===== src/rtl/muldiv_unit.sv =====
// muldiv_unit: iterative RV32M multiply/divide unit with valid/ready on both sides.
// Multiplies use shift-add and divides use restoring division, one bit per BUSY cycle.
// Divide-by-zero and signed overflow skip the iteration and complete one edge after accept.
// Optional build macro MULDIV_FAST_MUL_EN selects a single-cycle combinational multiplier
// for MUL/MULH/MULHSU/MULHU. Divide timing is the same in both builds.
module muldiv_unit #(
   parameter int WIDTH = 32,
   parameter int CNT_W = $clog2(WIDTH) + 1
) (
   input  logic             clk,
   input  logic             reset_n,
   input  logic             in_valid,
   output logic             in_ready,
   input  logic [2:0]       op,
   input  logic [WIDTH-1:0] src1,
   input  logic [WIDTH-1:0] src2,
   input  logic             flush,
   output logic             out_valid,
   input  logic             out_ready,
   output logic [WIDTH-1:0] result
);

   localparam logic [1:0] ST_IDLE = 2'd0;
   localparam logic [1:0] ST_BUSY = 2'd1;
   localparam logic [1:0] ST_DONE = 2'd2;

   localparam logic [WIDTH-1:0] MOST_NEG = {1'b1, {(WIDTH-1){1'b0}}};
   localparam logic [CNT_W-1:0] CNT_FULL = CNT_W'(WIDTH);
   localparam logic [CNT_W-1:0] CNT_ONE  = CNT_W'(1);

   // Two's-complement negate when en is set (W-bit word).
   function automatic logic [WIDTH-1:0] neg_if(input logic [WIDTH-1:0] v, input logic en);
      logic signed [WIDTH-1:0] vs;
      vs = v;
      return en ? -vs : vs;
   endfunction

   // Two's-complement negate when en is set (2W-bit product).
   function automatic logic [2*WIDTH-1:0] neg2_if(input logic [2*WIDTH-1:0] v, input logic en);
      logic signed [2*WIDTH-1:0] vs;
      vs = v;
      return en ? -vs : vs;
   endfunction

   // rs1 is treated as signed by MULH, MULHSU, DIV and REM.
   function automatic logic src1_signed(input logic [2:0] f);
      return (f == 3'b001) || (f == 3'b010) || (f == 3'b100) || (f == 3'b110);
   endfunction

   // rs2 is treated as signed by MULH, DIV and REM.
   function automatic logic src2_signed(input logic [2:0] f);
      return (f == 3'b001) || (f == 3'b100) || (f == 3'b110);
   endfunction

   // Control state
   logic [1:0]         state;
   logic [CNT_W-1:0]   cnt;
   logic [WIDTH-1:0]   result_q;

   // Operation context captured at accept
   logic [2:0]         op_q;
   logic               sign1;
   logic               sign2;
   logic               special;
   logic [WIDTH-1:0]   oper;    // multiplicand for multiplies, divisor for divides
   logic [2*WIDTH-1:0] acc;     // product {hi,lo} or {remainder,quotient}

   // Accept-side decode
   logic               accept;
   logic               in_sign1;
   logic               in_sign2;
   logic [WIDTH-1:0]   in_mag1;
   logic [WIDTH-1:0]   in_mag2;
   logic               div_zero;
   logic               div_ovf;
   logic               in_special;
   logic               in_short;
   logic [WIDTH-1:0]   special_val;

   // Iteration datapath
   logic [WIDTH:0]     mul_sum;
   logic [WIDTH:0]     div_shift;
   logic [WIDTH:0]     div_diff;
   logic [2*WIDTH-1:0] mul_next;
   logic [2*WIDTH-1:0] div_next;
   logic [2*WIDTH-1:0] step_next;
   logic [2*WIDTH-1:0] prod_raw;
   logic [2*WIDTH-1:0] prod_s;
   logic [WIDTH-1:0]   quo;
   logic [WIDTH-1:0]   rem;
   logic [WIDTH-1:0]   fin;

   assign in_ready  = (state == ST_IDLE) && reset_n;
   assign out_valid = (state == ST_DONE);
   assign result    = result_q;

   // Decode the incoming request: signs, magnitudes and special-case results.
   always_comb begin
      accept      = in_valid && in_ready && !flush;
      in_sign1    = src1_signed(op) && src1[WIDTH-1];
      in_sign2    = src2_signed(op) && src2[WIDTH-1];
      in_mag1     = neg_if(src1, in_sign1);
      in_mag2     = neg_if(src2, in_sign2);
      div_zero    = op[2] && (src2 == '0);
      div_ovf     = op[2] && !op[0] && (src1 == MOST_NEG) && (src2 == '1);
      in_special  = div_zero || div_ovf;
      if (div_zero) begin
         special_val = op[1] ? src1 : '1;
      end else begin
         special_val = op[1] ? '0 : src1;
      end
`ifdef MULDIV_FAST_MUL_EN
      in_short    = in_special || !op[2];
`else
      in_short    = in_special;
`endif
   end

   // One shift-add or restoring-divide step, plus the sign-corrected final word.
   always_comb begin
      mul_sum   = {1'b0, acc[2*WIDTH-1:WIDTH]} + {1'b0, oper};
      mul_next  = acc[0] ? {mul_sum, acc[WIDTH-1:1]} : {1'b0, acc[2*WIDTH-1:1]};
      div_shift = {acc[2*WIDTH-1:WIDTH], acc[WIDTH-1]};
      div_diff  = div_shift - {1'b0, oper};
      // A borrow out of the subtraction means the divisor did not fit: restore.
      div_next  = div_diff[WIDTH] ? {div_shift[WIDTH-1:0], acc[WIDTH-2:0], 1'b0}
                                  : {div_diff[WIDTH-1:0],  acc[WIDTH-2:0], 1'b1};
      step_next = op_q[2] ? div_next : mul_next;
`ifdef MULDIV_FAST_MUL_EN
      prod_raw  = {{WIDTH{1'b0}}, oper} * {{WIDTH{1'b0}}, acc[WIDTH-1:0]};
`else
      prod_raw  = mul_next;
`endif
      prod_s    = neg2_if(prod_raw, sign1 ^ sign2);
      quo       = neg_if(div_next[WIDTH-1:0], sign1 ^ sign2);
      rem       = neg_if(div_next[2*WIDTH-1:WIDTH], sign1);
      if (special) begin
         fin = acc[WIDTH-1:0];
      end else if (op_q[2]) begin
         fin = op_q[1] ? rem : quo;
      end else if (op_q[1:0] == 2'b00) begin
         fin = prod_s[WIDTH-1:0];
      end else begin
         fin = prod_s[2*WIDTH-1:WIDTH];
      end
   end

   // Operand/accumulator registers: loaded on accept, stepped while BUSY.
   always_ff @(posedge clk) begin
      if (accept) begin
         op_q    <= op;
         sign1   <= in_sign1;
         sign2   <= in_sign2;
         special <= in_special;
         oper    <= op[2] ? in_mag2 : in_mag1;
         if (in_special) begin
            acc <= {{WIDTH{1'b0}}, special_val};
         end else if (op[2]) begin
            acc <= {{WIDTH{1'b0}}, in_mag1};
         end else begin
            acc <= {{WIDTH{1'b0}}, in_mag2};
         end
      end else if (state == ST_BUSY) begin
         acc <= step_next;
      end
   end

   // Sequencer: IDLE -> BUSY (count down) -> DONE -> IDLE; flush and reset abort.
   // Short operations spend a single BUSY cycle so they complete one edge after accept.
   always_ff @(posedge clk) begin
      if (!reset_n) begin
         state    <= ST_IDLE;
         cnt      <= '0;
         result_q <= '0;
      end else if (flush) begin
         state <= ST_IDLE;
         cnt   <= '0;
      end else begin
         case (state)
            ST_IDLE: begin
               if (accept) begin
                  state <= ST_BUSY;
                  cnt   <= in_short ? CNT_ONE : CNT_FULL;
               end
            end
            ST_BUSY: begin
               cnt <= cnt - CNT_ONE;
               if (cnt == CNT_ONE) begin
                  state    <= ST_DONE;
                  result_q <= fin;
               end
            end
            ST_DONE: begin
               if (out_ready) begin
                  state <= ST_IDLE;
               end
            end
            default: state <= ST_IDLE;
         endcase
      end
   end

endmodule


===== config.mk =====
export PLATFORM = sky130hd
export DESIGN_NAME = muldiv_unit
export DESIGN_NICKNAME = d
export VERILOG_FILES = /design/src/rtl/muldiv_unit.sv
export SDC_FILE = /design/constraint.sdc
export NUM_CORES = 1
export LEC_CHECK = 0
export BUFFER_PORTS_ARGS = -buffer_cell sky130_fd_sc_hd__buf_4
export CAP_MARGIN = 10
export CORE_AREA = 10 10 223 225
export DETAILED_ROUTE_END_ITERATION = 10
export DIE_AREA = 0 0 233 235
export PLACE_DENSITY_LB_ADDON = 0.15
export REMOVE_ABC_BUFFERS = 1
export SYNTH_ARGS = -nofsm -noshare
export SYNTH_HDL_FRONTEND = slang
export SYNTH_SLANG_ARGS = --single-unit

===== constraint.sdc =====
create_clock -name clk -period 10.9 [get_ports clk]
set_input_delay 0 -clock clk [delete_from_list [all_inputs] [get_ports clk]]
set_output_delay 0 -clock clk [all_outputs]
set_load 0.03 [all_outputs]

Word-level counts from Yosys, hierarchy flattened --
Cells that the tools add are included.
Word-level totals: register bits after elaboration 142, output and inout bits 34, input port bits 72
Cells by class: multiplexer cells 27, equal/unequal tests 12, bitwise gates (word level) 3, $add $sub $neg 8, reduce and logical (&&, ||, !) cells 26
Operators with widths (number):
- $mux W32 | 14
- $mux W64 | 6
- $neg A32 Y32 | 4
- $eq A32 B32 Y1 const B | 2
- $neg A64 Y64 | 1
- $add A32 B32 Y33 | 1
- $sub A33 B32 Y33 | 1
- $logic_not A32 Y1 | 1
- $mux W6 | 2
- $pmux W6 S2 | 1
- $logic_and A1 B1 Y1 | 9
- $eq A3 B3 Y1 const B | 2
- $eq A6 B1 Y1 const B | 1
- $logic_or A1 B1 Y1 | 6
- $mux W2 | 3
- $pmux W2 S3 | 1
- $reduce_and A3 Y1 | 2
- $sub A6 B1 Y6 const B | 1
- $logic_not A2 Y1 | 2
- $ne A2 B1 Y1 const B | 2
- $reduce_bool A2 Y1 | 2
- $eq A3 B1 Y1 const B | 1
- $eq A3 B2 Y1 const B | 1
- $eq A2 B1 Y1 const B | 1
- other kinds (7) | 9

Depth between registers and ports, before layout --
Gate-level depths: netlist (run 1).
depth in word-level cells 9, gate-level depth with buffers 23, gate-level depth less buffers 20

Worst setup path before layout (run 1) --
Ideal clock, no wire load.
path kind reg-to-reg, start reg acc[31], end reg result_q[26] (netlist: result[26]), clock period less this slack 4.670 ns, arrival time 4.574 ns, path slack 6.230 ns, buffers on the path 2, required time 10.804 ns, stages on the path, launching flop included 22, path through edfxtp_1 inv_1 ha_1 fa_1 nand2b_1 a21boi_2 o21ai_1 o21bai_2 a21oi_2 xnor2_4 buf_2 buf_2 mux2_2 ha_1 nand3b_1 nor3_1 mux2i_1 a211o_1 o41ai_2 xnor2_1 a2111o_1 o311ai_1
Between the ends: longest elaborated chain between the ends 7
Ends and longest elaborated chain:
- start: declaration | line 66 | logic [2*WIDTH-1:0] acc;
- start signal: assignment | line 157 | acc <= {{WIDTH{1'b0}}, special_val};
- start signal: assignment | line 159 | acc <= {{WIDTH{1'b0}}, in_mag1};
- start signal: assignment | line 161 | acc <= {{WIDTH{1'b0}}, in_mag2};
- $sub A33 B32 Y33 | line 124 | div_diff = div_shift - {1'b0, oper};
- $mux W64 | line 126 | div_next = div_diff[WIDTH] ? {div_shift[WIDTH-1:0], acc[WIDTH-2:0], 1'b0}
- $neg A32 Y32 | line 35 | return en ? -vs : vs;
- $mux W32 | line 35
- $mux W32 | line 140 | fin = op_q[1] ? rem : quo;
- $mux W32 * | line 139 | end else if (op_q[2]) begin
- $mux W32 * | line 137 | if (special) begin
- end signal: assignment | line 190 | result_q <= fin;
- end: declaration | line 58 | logic [WIDTH-1:0] result_q;
Every way passes the cells marked *; elsewhere a longest branch is shown, timed or not. A chain may end at the register's enable or synchronous reset.

Final worst setup path (run 1) --
start reg acc[31], end reg result_q[23] (netlist: result[23])
The elaborated chain is that of the path after synthesis.

==> results of run 1 <==
[path summary, 6_finish.rpt]
| path | from | endpoint | cells after the start | slack [ps] |
|---|---|---|---|---|
| worst max-delay path | acc[31] | result[23] | 17 | 5210 |
| worst min-delay path | src2[24] | oper[24] | 3 | 2 |
| worst max register to register | acc[31] | result[23] | 17 | 5210 |
| worst min register to register | cnt[3] | cnt[3] | 2 | 480 |
[sequential cells by signal, summed over array words and instances (netlist names)]
register / flops
state: 2
special: 1
op_q: 3
acc: 64
sign2: 1
sign1: 1
result: 32
oper: 32
cnt: 6
[layout by cell type, fill, tap and decap left out, types with 17 or more instances in the layout]
cell and count:
o31ai_1 28, or3_1 34, a21oi_1 237, o21a_1 21, o21ai_0 165, o21ai_1 17
xnor2_1 113, inv_1 74, nand2_1 235, o211ai_1 53, buf_4 127, a211oi_1 72
nor2b_1 21, clkbuf_16 17, mux2i_1 72, dfxtp_1 40, a21o_1 27, nor2_1 243
nand4_1 34, a31oi_1 35, edfxtp_1 102, ha_1 72, nand3_1 48, nor3_1 69
and3_1 22, nor4_1 24, xor2_1 86
[area by class of cell]
class,instances,area (um^2)
sequential,142,3860
clock inverter,14,158
clock buffer,18,429
timing repair buffer,139,1090
multi-input combinational,2004,13000
inverter,80,302
tap,600,751
fill,4642,25500
[metal layers]
metal	track usage	vias up
li1	-	8875
met2	0.383	776
met3	0.0299	122
met4	0.0955	0
met5	0	-
met1	0.338	8966
[power groups by stage]
stage	combinational (mW)	clock, mW	sequential [mW]
finish	0.959	0.612	0.680
global route	1.04	0.634	0.684
CTS	0.937	0.615	0.677
detailed placement	0.926	0	0.689
global placement	0.923	0	0.688
floorplan	0.645	0	0.674
[critical path, delay by kind of cell, from the launching register on]
kind / cells / cell delay, ps
and+or+nand+nor: 3 / 1060
AOI/OAI and AO/OA: 7 / 1810
adders and majority gates: 2 / 650
xor gates and xnor gates: 2 / 300
buffers and inverters: 3 / 1240
DFF: 1 / 470
[timing repair]
action,4_1_cts,5_1_grt
setup buffers,0,0
hold buffers,10,0
gates resized for setup,0,0
endpoints found under the hold margin,10,0
[cells by family after synthesis]
group                      synth area share
and+or+nand+nor                       0.226
AOI/OAI and AO/OA                     0.299
buffers and inverters                0.0622
xor gates and xnor gates             0.0997
DFF                                   0.215
muxes                                0.0446
adders and majority gates            0.0530
==> summary.txt, run 1 <==
Timing
  – Fmax achieved: 176 MHz
  – Tightest Pin Transition: 1180 ps
  – Final Worst Setup Slack: 5210 ps
  – Slew headroom: 0.206
  – Worst Skew: 10.5 ps
  – Final Cycle Share: 0.522
  – Period minus WS final: between 5000 and 6000 ps
  – RSZ-0062 raised after global routing: no
  – Final Hold Viols: 0
  – Setup TNS: 0 ps
  – Setup-failing EPs final: 0
  – Slew Limit Fails: 0
  – Worst Hold Margin: 1.77 ps

Placement
  – Dpl ws: 5360 ps
  – Post-placement cell area: 18,900 um^2
  – Routability Congestion: about 0.96
  – Dpl cells: 2,954
  – Dpl hpwl: 53,400 um
  – Port bufs: 105

Synth
  – Synthesized area per cell: approximately 7.5 um^2
  – Async set-or-reset flop fraction in the synthesized netlist: 0
  – Seq/Total Area, Yosys: 0.215
  – Main flop type after synthesis: edfxtp_1
  – Dominant cell type by area after synthesis: edfxtp_1
  – Gate Count Post-Synth: 2,404
  – Most frequent cells after synthesis: nor2_1, a21oi_1, nand2_1
  – Yosys reg bits: 142
  – Synth cell types: 119
  – Most common cell in the netlist: nor2_1
  – Yosys Warn Count: 0
  – Post-synth top area share: 0.171
  – Synth top area cells: edfxtp_1, a21oi_1, xnor2_1
  – Netlist Area Pre-Place: 17,900 um^2
  – EDFF count, synth: 102

Power
  – Net switching power: 0.944 mW
  – Total power: 2.25 mW
  – Comb pwr share: 0.426
  – Reg power frac: 0.302
  – Cell-internal power: 1.31 mW
  – Switch share: 0.419
  – Clock share of power: 0.272
  – Peak supply drop: 0.000121 V
  – Pwr Density: 115 nW/um^2
  – P_leak: slightly above 7 nW

Routing
  – Routed length on met3: 4930 um
  – # DRC: 0
  – WL final: 69,900 um
  – Uppermost layer routed: met4
  – WL met2: 31,300 um
  – Drt first pass iters: 6
  – DR vias: 18,700
  – Initial DRC count: ~1,800
  – Metal-1 WL: between 30,000 and 40,000 um
  – Routed len/inst: 23.3 um
  – Via density: between 6 and 7
  – Post-route ant nets: 0

Critical path
  – Max FO, Critical Path: 51
  – Critical path's largest stage delay: 720 ps
  – Cells along the critical path: inv_1 -> ha_1 -> fa_1 -> nand2b_1 -> a21boi_2 -> o21ai_1 -> o21bai_2 -> a21oi_2 -> xnor2_4 -> buf_4 -> inv_2 -> or4b_1 -> a211oi_2 -> nor2_1 -> xnor2_1 -> a2111o_1 -> a31oi_1
  – Critical path data required time: 11,290 ps
  – CP endpoint kind: register
  – Slowest cell on crit path: or4b_1
  – CP Launch Type: register
  – CP Class: register to register
  – CP arrival: 6080 ps

CTS
  – Clock-pin slew on the worst setup and hold paths: 70 ps
  – Clock buffer count from CTS: 17
  – Root Driver: clkbuf_16
  – CTS H-Tree Depth: 4
  – Sink Count: 142
  – Clock Path Buffers: 2
  – Clk_lat worst skew: 460 ps
  – TritonCTS clock tree: done

Global routing
  – Congestion Overflow GR: 0
  – Largest net degree at the start of global routing: 94
  – Initial antenna violation count: 1
  – First-pass GRT wire length: approximately 110,000 um
  – Number of global-route vias before repair: 17,500
  – GRT Overall Usage: 0.246

Final layout
  – Fin util: 0.434
  – Fin area: 19,600 um^2
  – Share of post-route cells with drive strength above 1: 0.104
  – Area delta synth->final: 9.22%
  – Post-layout net count: 2,530
  – N_diodes: 0
  – Fin cells: 2,997

Die
  – Initial core utilization: 0.398
  – I/O pin count: 106
  – Core Region: between 40,000 and 50,000 um^2
  – Row count: 78
  – Total die area: roughly 55,000 um^2
  – Die width: 233 um
  – Die Y: 235 um

Worst hold path
  – Hold crit path type: primary input to register

Run
  – Maximum capacitance violations: 0

Outcome
  – Run status: completed
Power figures use the tool's default switching activity.
==> run 2, diff against run 1 <==
clock period = 4.75 ns   (was 10.9 ns; I/O delays follow)
==> run 2 against run 1 <==
Die area unchanged. Largest power group unchanged. Critical endpoint is now result[30]. Sequential cell count unchanged. Wire length is 4.7% higher. Clock skew rose by 0.57 ps.
==> summary.txt, run 2 (synthesis gave the netlist of run 1 again) <==
Outcome
  – Run status: completed

CTS
  – TritonCTS clock tree: done
  – Clock buffer count from CTS: 17 (unchanged)
  – CTS H-Tree Depth: 4 (unchanged)
  – Clk_lat worst skew: 450 ps (about the same)
  – Root Driver: clkbuf_16
  – Clock Path Buffers: 2 (unchanged)
  – Clock-pin slew on the worst setup and hold paths: 70 ps (about the same)
  – Sink Count: 142 (unchanged)

Placement
  – Dpl ws: 172 ps (-5180 ps)
  – Dpl hpwl: 57,500 um (+7.7%)
  – Routability Congestion: 0.979 (+2.3%)
  – Port bufs: 105 (unchanged)

Critical path
  – CP endpoint kind: register
  – Max FO, Critical Path: 16 (-69%)
  – R2R depth: 17 (unchanged)
  – Critical path's largest stage delay: 450 ps (-270 ps)
  – Critical path data required time: 5090 ps (-6200 ps)
  – Worst r2r src: acc[54]
  – R2R Path End: result[30]
  – CP Class: register to register
  – Cells along the critical path: ha_1 -> nand2_1 -> o21ai_2 -> a211oi_2 -> o31ai_1 -> buf_4 -> a21oi_2 -> xnor2_4 -> buf_4 -> inv_2 -> buf_4 -> mux2i_1 -> o2111ai_1 -> o31ai_2 -> a21boi_1 -> mux2i_1 -> a21oi_1
  – CP arrival: 4910 ps (-1170 ps)
  – Crit path max-delay family: compound AO/OA/AOI/OAI gates
  – Most common cell on crit path: buf_4
  – Worst path bufs/invs: 4 (+1)
  – Slowest cell on crit path: ha_1
  – Stages on worst setup path: 17 (unchanged)
  – R2R Setup Slk: 180 ps (-5030 ps)
  – CP Launch Type: register

Routing
  – Initial DRC count: 1,691 (-3.8%)
  – DR vias: 19,100 (+1.7%)
  – Drt first pass iters: 7 (+1)
  – Via density: 6.14 (-1.9%)
  – # DRC: 0 (unchanged)
  – WL final: 73,200 um (+4.7%)
  – Routed len/inst: 23.6 um (+1.0%)
  – Post-route ant nets: 0 (unchanged)

Die
  – I/O pin count: 106 (unchanged)
  – Total die area: 54,800 um^2 (unchanged)
  – Core Region: 45,100 um^2 (unchanged)
  – Row count: 78 (unchanged)
  – Die Y: 235 um (unchanged)
  – Die width: 233 um (unchanged)
  – Initial core utilization: 0.398 (unchanged)

Timing
  – Slew Limit Fails: 0 (unchanged)
  – Fmax achieved: 219 MHz (+24%)
  – Slew headroom: 0.291 (+0.0856)
  – Final Hold Viols: 0 (unchanged)
  – Period minus WS final: 4570 ps (-1120 ps)
  – Worst Skew: 11.1 ps (+0.573 ps)
  – RSZ-0062 raised after global routing: no
  – Setup-failing EPs final: 0 (unchanged)
  – Final Cycle Share: 0.963 (+0.441)
  – Final Worst Setup Slack: 176 ps (-5030 ps)
  – Tightest Pin Transition: 1060 ps (-124 ps)
  – Worst Hold Margin: 31.5 ps (+29.8 ps)

Worst hold path
  – Hold crit path type: primary input to register
  – Hold endpoint: acc[19]
  – Worst hold path depth: 3 (unchanged)
  – Min-delay src: src1[19]

Power
  – Clock share of power: 0.266 (-0.006)
  – Net switching power: 2.25 mW (+140%)
  – Peak supply drop: 0.000278 V (+130%)
  – Comb pwr share: 0.452 (+0.026)
  – Reg power frac: 0.282 (-0.020)
  – P_leak: 7.74 nW (+7.4%)
  – Cell-internal power: 3.17 mW (+140%)
  – Pwr Density: 265 nW/um^2 (+130%)
  – Switch share: 0.415 (-0.00396)

Global routing
  – First-pass GRT wire length: 110,000 um (+4.3%)
  – Congestion Overflow GR: 0 (unchanged)
  – Largest net degree at the start of global routing: 66 (-30%)
  – Initial antenna violation count: 5 (+4)
  – GRT Overall Usage: 0.258 (+0.0119)
  – Number of global-route vias before repair: 18,100 (+3.4%)

Final layout
  – Filler cell count: 4,578 (-1.4%)
  – Area delta synth->final: 13.9%
  – Most common library cell in the layout ignoring fill and taps: nor2_1
  – Most flop-heavy register: acc
  – Share of post-route cells with drive strength above 1: 0.146 (+0.0419)
  – Post-layout net count: 2,636 (+4.2%)
  – Most frequent cells in the layout: nor2_1, a21oi_1, buf_4
  – Max reg flops: 64 (unchanged)

Run
  – Maximum capacitance violations: 0 (unchanged)
## run 2: layout make-up
cell class	count	area [um^2]	area share
repair buffers	245	1870	0.0917
multi-input cells	2004	13000	0.638
inverters	80	302	0.0148
clock buffers	21	470	0.0230
well taps	600	751	0.0368
diodes	3	7.51	0.000368
clock inverters	11	130	0.00637
flip-flops and latches	142	3860	0.189
## run 2: per-layer routing
metal / global-route usage / wire [um] / vias to the layer above / part of all wire
li1: - / - / 9094 / -
met1: 0.351 / 32200 / 9021 / 0.44
met2: 0.407 / 33000 / 815 / 0.45
met3: 0.0321 / 5410 / 130 / 0.074
met4: 0.0959 / 2600 / 0 / 0.036
met5: 0 / 0 / - / 0
## run 2: worst max path at each step
| stage | slack [ps] | endpoint | start |
|---|---|---|---|
| final | 180 | result[30] | acc[54] |
| after global routing | 10 | result[26] | oper[0] |
| after CTS | 140 | result[30] | acc[54] |
| after detailed placement | 170 | result[30] | acc[54] |
| after global placement | 210 | result[30] | acc[54] |
| after floorplan | -520 | result[16] | op_q[2] |
## run 2: metrics by stage
stage	setup TNS (ps)	power [mW]	utilization	instances	instance area, um^2
2_1_floorplan	-7500	3.03	-	2226	17100
3_3_place_gp	0	3.91	0.437	3061	19700
3_5_place_dp	0	3.92	0.437	3061	19700
4_1_cts	0	5.37	0.452	3101	20400
5_1_grt	0	5.68	0.453	3103	20400
6_report	0	5.42	0.453	3106	20400
## run 2: timing repair
| action | CTS | global route |
|---|---|---|
| endpoints found under the hold margin | 8 | 0 |
| setup endpoints to repair | 0 | 11 |
| hold buffers | 8 | 0 |
| setup buffers | 0 | 2 |
| resized for setup | 0 | 10 |
## run 2: worst register-to-register path: cells and delay by family, from the launching register on
kind	cells	cell delay, ps
xor gates and xnor gates	1	270
muxes	2	490
buffers and inverters	4	880
and+or+nand+nor	1	190
AOI/OAI and AO/OA	8	1780
adders and majority gates	1	450
DFF	1	400
## run 2: power groups by stage
stage          Clock, mW  Sequential (mW)  Combinational, mW
2_1_floorplan          0             1.55               1.48
3_3_place_gp           0             1.55               2.36
3_5_place_dp           0             1.55               2.36
4_1_cts             1.46             1.53               2.39
5_1_grt             1.50             1.53               2.64
6_report            1.44             1.53               2.45
==> run 3, diff against run 2 <==
MAX_ROUTING_LAYER = met4   (was unset)
==> run 3 against run 2 <==
Final cell count fell by 0.35%. Combinational power rose by 2%. Fmax fell by 0.60%. Register-to-register slack got worse by 30 ps. First-iteration DRC count rose by 15%. Setup slack got worse by 27 ps. Utilization rose by 0.078 points. Critical path depth did not move. Clock power fell by 4%. Worst hold slack got worse by 20 ps. Highest routed layer unchanged.
==> summary.txt, run 3 (synthesis gave the netlist of run 1 again) <==
Outcome
  – Run status: completed

Final layout
  – Filler cell count: 4,648 (+1.5%)
  – Area delta synth->final: 14.1%
  – Most frequent cells in the layout: nor2_1, nand2_1, a21oi_1
  – Post-layout net count: 2,628 (-0.30%)
  – Max reg flops: 64 (unchanged)
  – N_diodes: 0 (-3)
  – Share of post-route cells with drive strength above 1: 0.150 (+0.00407)
  – Most flop-heavy register: acc
  – Most common library cell in the layout ignoring fill and taps: nor2_1
  – Fin util: 0.454 (+0.000777)

Critical path
  – R2R Setup Slk: 150 ps (-30 ps)
  – Critical path data required time: 5120 ps (+30 ps)
  – Max FO, Critical Path: 10 (-6)
  – R2R depth: 17 (unchanged)
  – Cells along the critical path: ha_2 -> a21oi_1 -> o221ai_1 -> o21bai_2 -> a21oi_2 -> xnor2_4 -> mux2_4 -> ha_1 -> nand3_1 -> nor3b_1 -> mux2i_1 -> buf_4 -> a211o_1 -> o41ai_2 -> xnor2_1 -> a2111o_1 -> o311ai_1
  – CP endpoint kind: register
  – CP Class: register to register
  – Slowest cell on crit path: edfxtp_1
  – Worst r2r src: acc[44]
  – Critical path's largest stage delay: 560 ps (+110 ps)
  – Beginning of the critical path: acc[44]
  – CP Launch Type: register
  – CP arrival: 4970 ps (+60 ps)
  – Crit path max-delay family: compound AO/OA/AOI/OAI gates
  – Worst path bufs/invs: 1 (-3)
  – R2R Path End: result[26]

Die
  – Initial core utilization: 0.398 (unchanged)
  – I/O pin count: 106 (unchanged)
  – Die Y: 235 um (unchanged)
  – Core Region: 45,100 um^2 (unchanged)
  – Row count: 78 (unchanged)
  – Die width: 233 um (unchanged)
  – Total die area: 54,800 um^2 (unchanged)

Global routing
  – Congestion Overflow GR: 0 (unchanged)
  – Initial antenna violation count: 5 (unchanged)
  – Largest net degree at the start of global routing: 129 (+95%)
  – First-pass GRT wire length: 111,000 um (+0.85%)
  – Number of global-route vias before repair: 18,300 (+1.2%)
  – GRT Overall Usage: 0.267 (+0.00900)

Timing
  – Tightest Pin Transition: 1150 ps (+87.4 ps)
  – Setup TNS: 0 ps (unchanged)
  – Final Cycle Share: 0.969 (+0.00577)
  – Slew headroom: 0.236 (-0.0558)
  – Final Worst Setup Slack: 149 ps (-27.4 ps)
  – Setup-failing EPs final: 0 (unchanged)
  – Final Hold Viols: 0 (unchanged)
  – Worst Skew: 11.6 ps (+0.549 ps)
  – Slew Limit Fails: 0 (unchanged)
  – Fmax achieved: 217 MHz (-0.60%)
  – Period minus WS final: 4600 ps (+27.4 ps)

Power
  – Reg power frac: 0.282 (about the same)
  – Total power: 5.39 mW (-0.52%)
  – Net switching power: 2.30 mW (+2.1%)
  – Comb pwr share: 0.463 (+0.011)
  – Cell-internal power: 3.10 mW (-2.4%)
  – P_leak: 7.71 nW (-0.49%)
  – Peak supply drop: 0.000279 V (+0.32%)
  – Switch share: 0.426 (+0.0108)
  – Clock share of power: 0.255 (-0.011)
  – Pwr Density: 264 nW/um^2 (-0.69%)

Placement
  – Port bufs: 105 (unchanged)
  – Routability Congestion: 0.986 (+0.75%)
  – Dpl ws: 130 ps (-42.5 ps)
  – Dpl hpwl: 57,600 um (about the same)

CTS
  – Clock-pin slew on the worst setup and hold paths: 70 ps (about the same)
  – CTS H-Tree Depth: 4 (unchanged)
  – Clk_lat worst skew: 460 ps (about the same)
  – TritonCTS clock tree: done
  – Root Driver: clkbuf_16
  – Clock Path Buffers: 2 (unchanged)
  – Sink Count: 142 (unchanged)
  – Clock buffer count from CTS: 17 (unchanged)

Routing
  – Via density: 6.25 (+1.8%)
  – WL final: 73,800 um (+0.90%)
  – DR vias: 19,300 (+1.5%)
  – Initial DRC count: 1,947 (+15%)
  – Post-route ant nets: 0 (unchanged)
  – Drt first pass iters: 6 (-1)
  – # DRC: 0 (unchanged)
  – Routed len/inst: 23.9 um (+1.3%)

Worst hold path
  – Hold crit path type: primary input to register
  – Min-delay src: src1[17]
  – Worst hold path depth: 3 (unchanged)
  – Hold endpoint: acc[17]

Run
  – Maximum capacitance violations: 0 (unchanged)
run 3: changes by cell type in the layout (fill, tap and decap cells not counted), moves of 3 or more:
cell      delta
diode_2      -3
a21oi_1      -5
buf_4       -10
ha_1         -6
clkbuf_8     -3
buf_12       +3
a21oi_2      +5
ha_2         +4
run 3: how the worst max path moves through the flow:
stage,to,slack [ps],cells after the start
floorplan,result[16],-520,6
global placement,result[24],120,20
detailed placement,result[26],130,19
CTS,result[26],80,19
global route,result[26],-3,20
finish,result[26],150,17
run 3: stage by stage:
stage / hold slack (ps) / cell area (um^2) / instances
after floorplan: 98.9 / 17100 / 2226
after global placement: 232 / 19700 / 3052
after detailed placement: 234 / 19700 / 3052
after CTS: 4.08 / 20300 / 3090
after global routing: 51.8 / 20500 / 3095
final: 12.0 / 20500 / 3095
run 3: power groups by stage:
stage / Sequential [mW] / Clock, mW / Combinational [mW]
floorplan: 1.55 / 0 / 1.48
global placement: 1.55 / 0 / 2.35
detailed placement: 1.55 / 0 / 2.36
CTS: 1.52 / 1.38 / 2.38
global route: 1.53 / 1.42 / 2.68
finish: 1.52 / 1.38 / 2.49
run 3: layout make-up:
| cell class | count | area, um^2 | area share |
|---|---|---|---|
| multi-input combinational | 2004 | 13100 | 0.641 |
| clock inverter | 14 | 133 | 0.00648 |
| tap | 600 | 751 | 0.0367 |
| clock buffer | 18 | 429 | 0.0210 |
| inverter | 80 | 302 | 0.0147 |
| sequential | 142 | 3860 | 0.189 |
| timing repair buffer | 237 | 1860 | 0.0910 |
run 3: what timing repair did:
action                     4_1_cts  5_1_grt
gates resized for setup          0       30
setup endpoints to repair        0       17
setup buffers                    0        4
hold buffers                     6        0
hold endpoints to repair         8        0
run 3: tightest hold or removal path: cells and delay by family:
| kind | cells | cell delay, ps |
|---|---|---|
| buffers and inverters | 1 | 100 |
| AOI/OAI and AO/OA | 2 | 250 |
run 3: routing by layer:
layer | vias to the layer above | GRT usage | share of wire
li1 | 9064 | - | -
met1 | 9212 | 0.355 | 0.45
met2 | 910 | 0.405 | 0.45
met3 | 155 | 0.0229 | 0.064
met4 | 0 | 0.117 | 0.042
met5 | - | - | 0
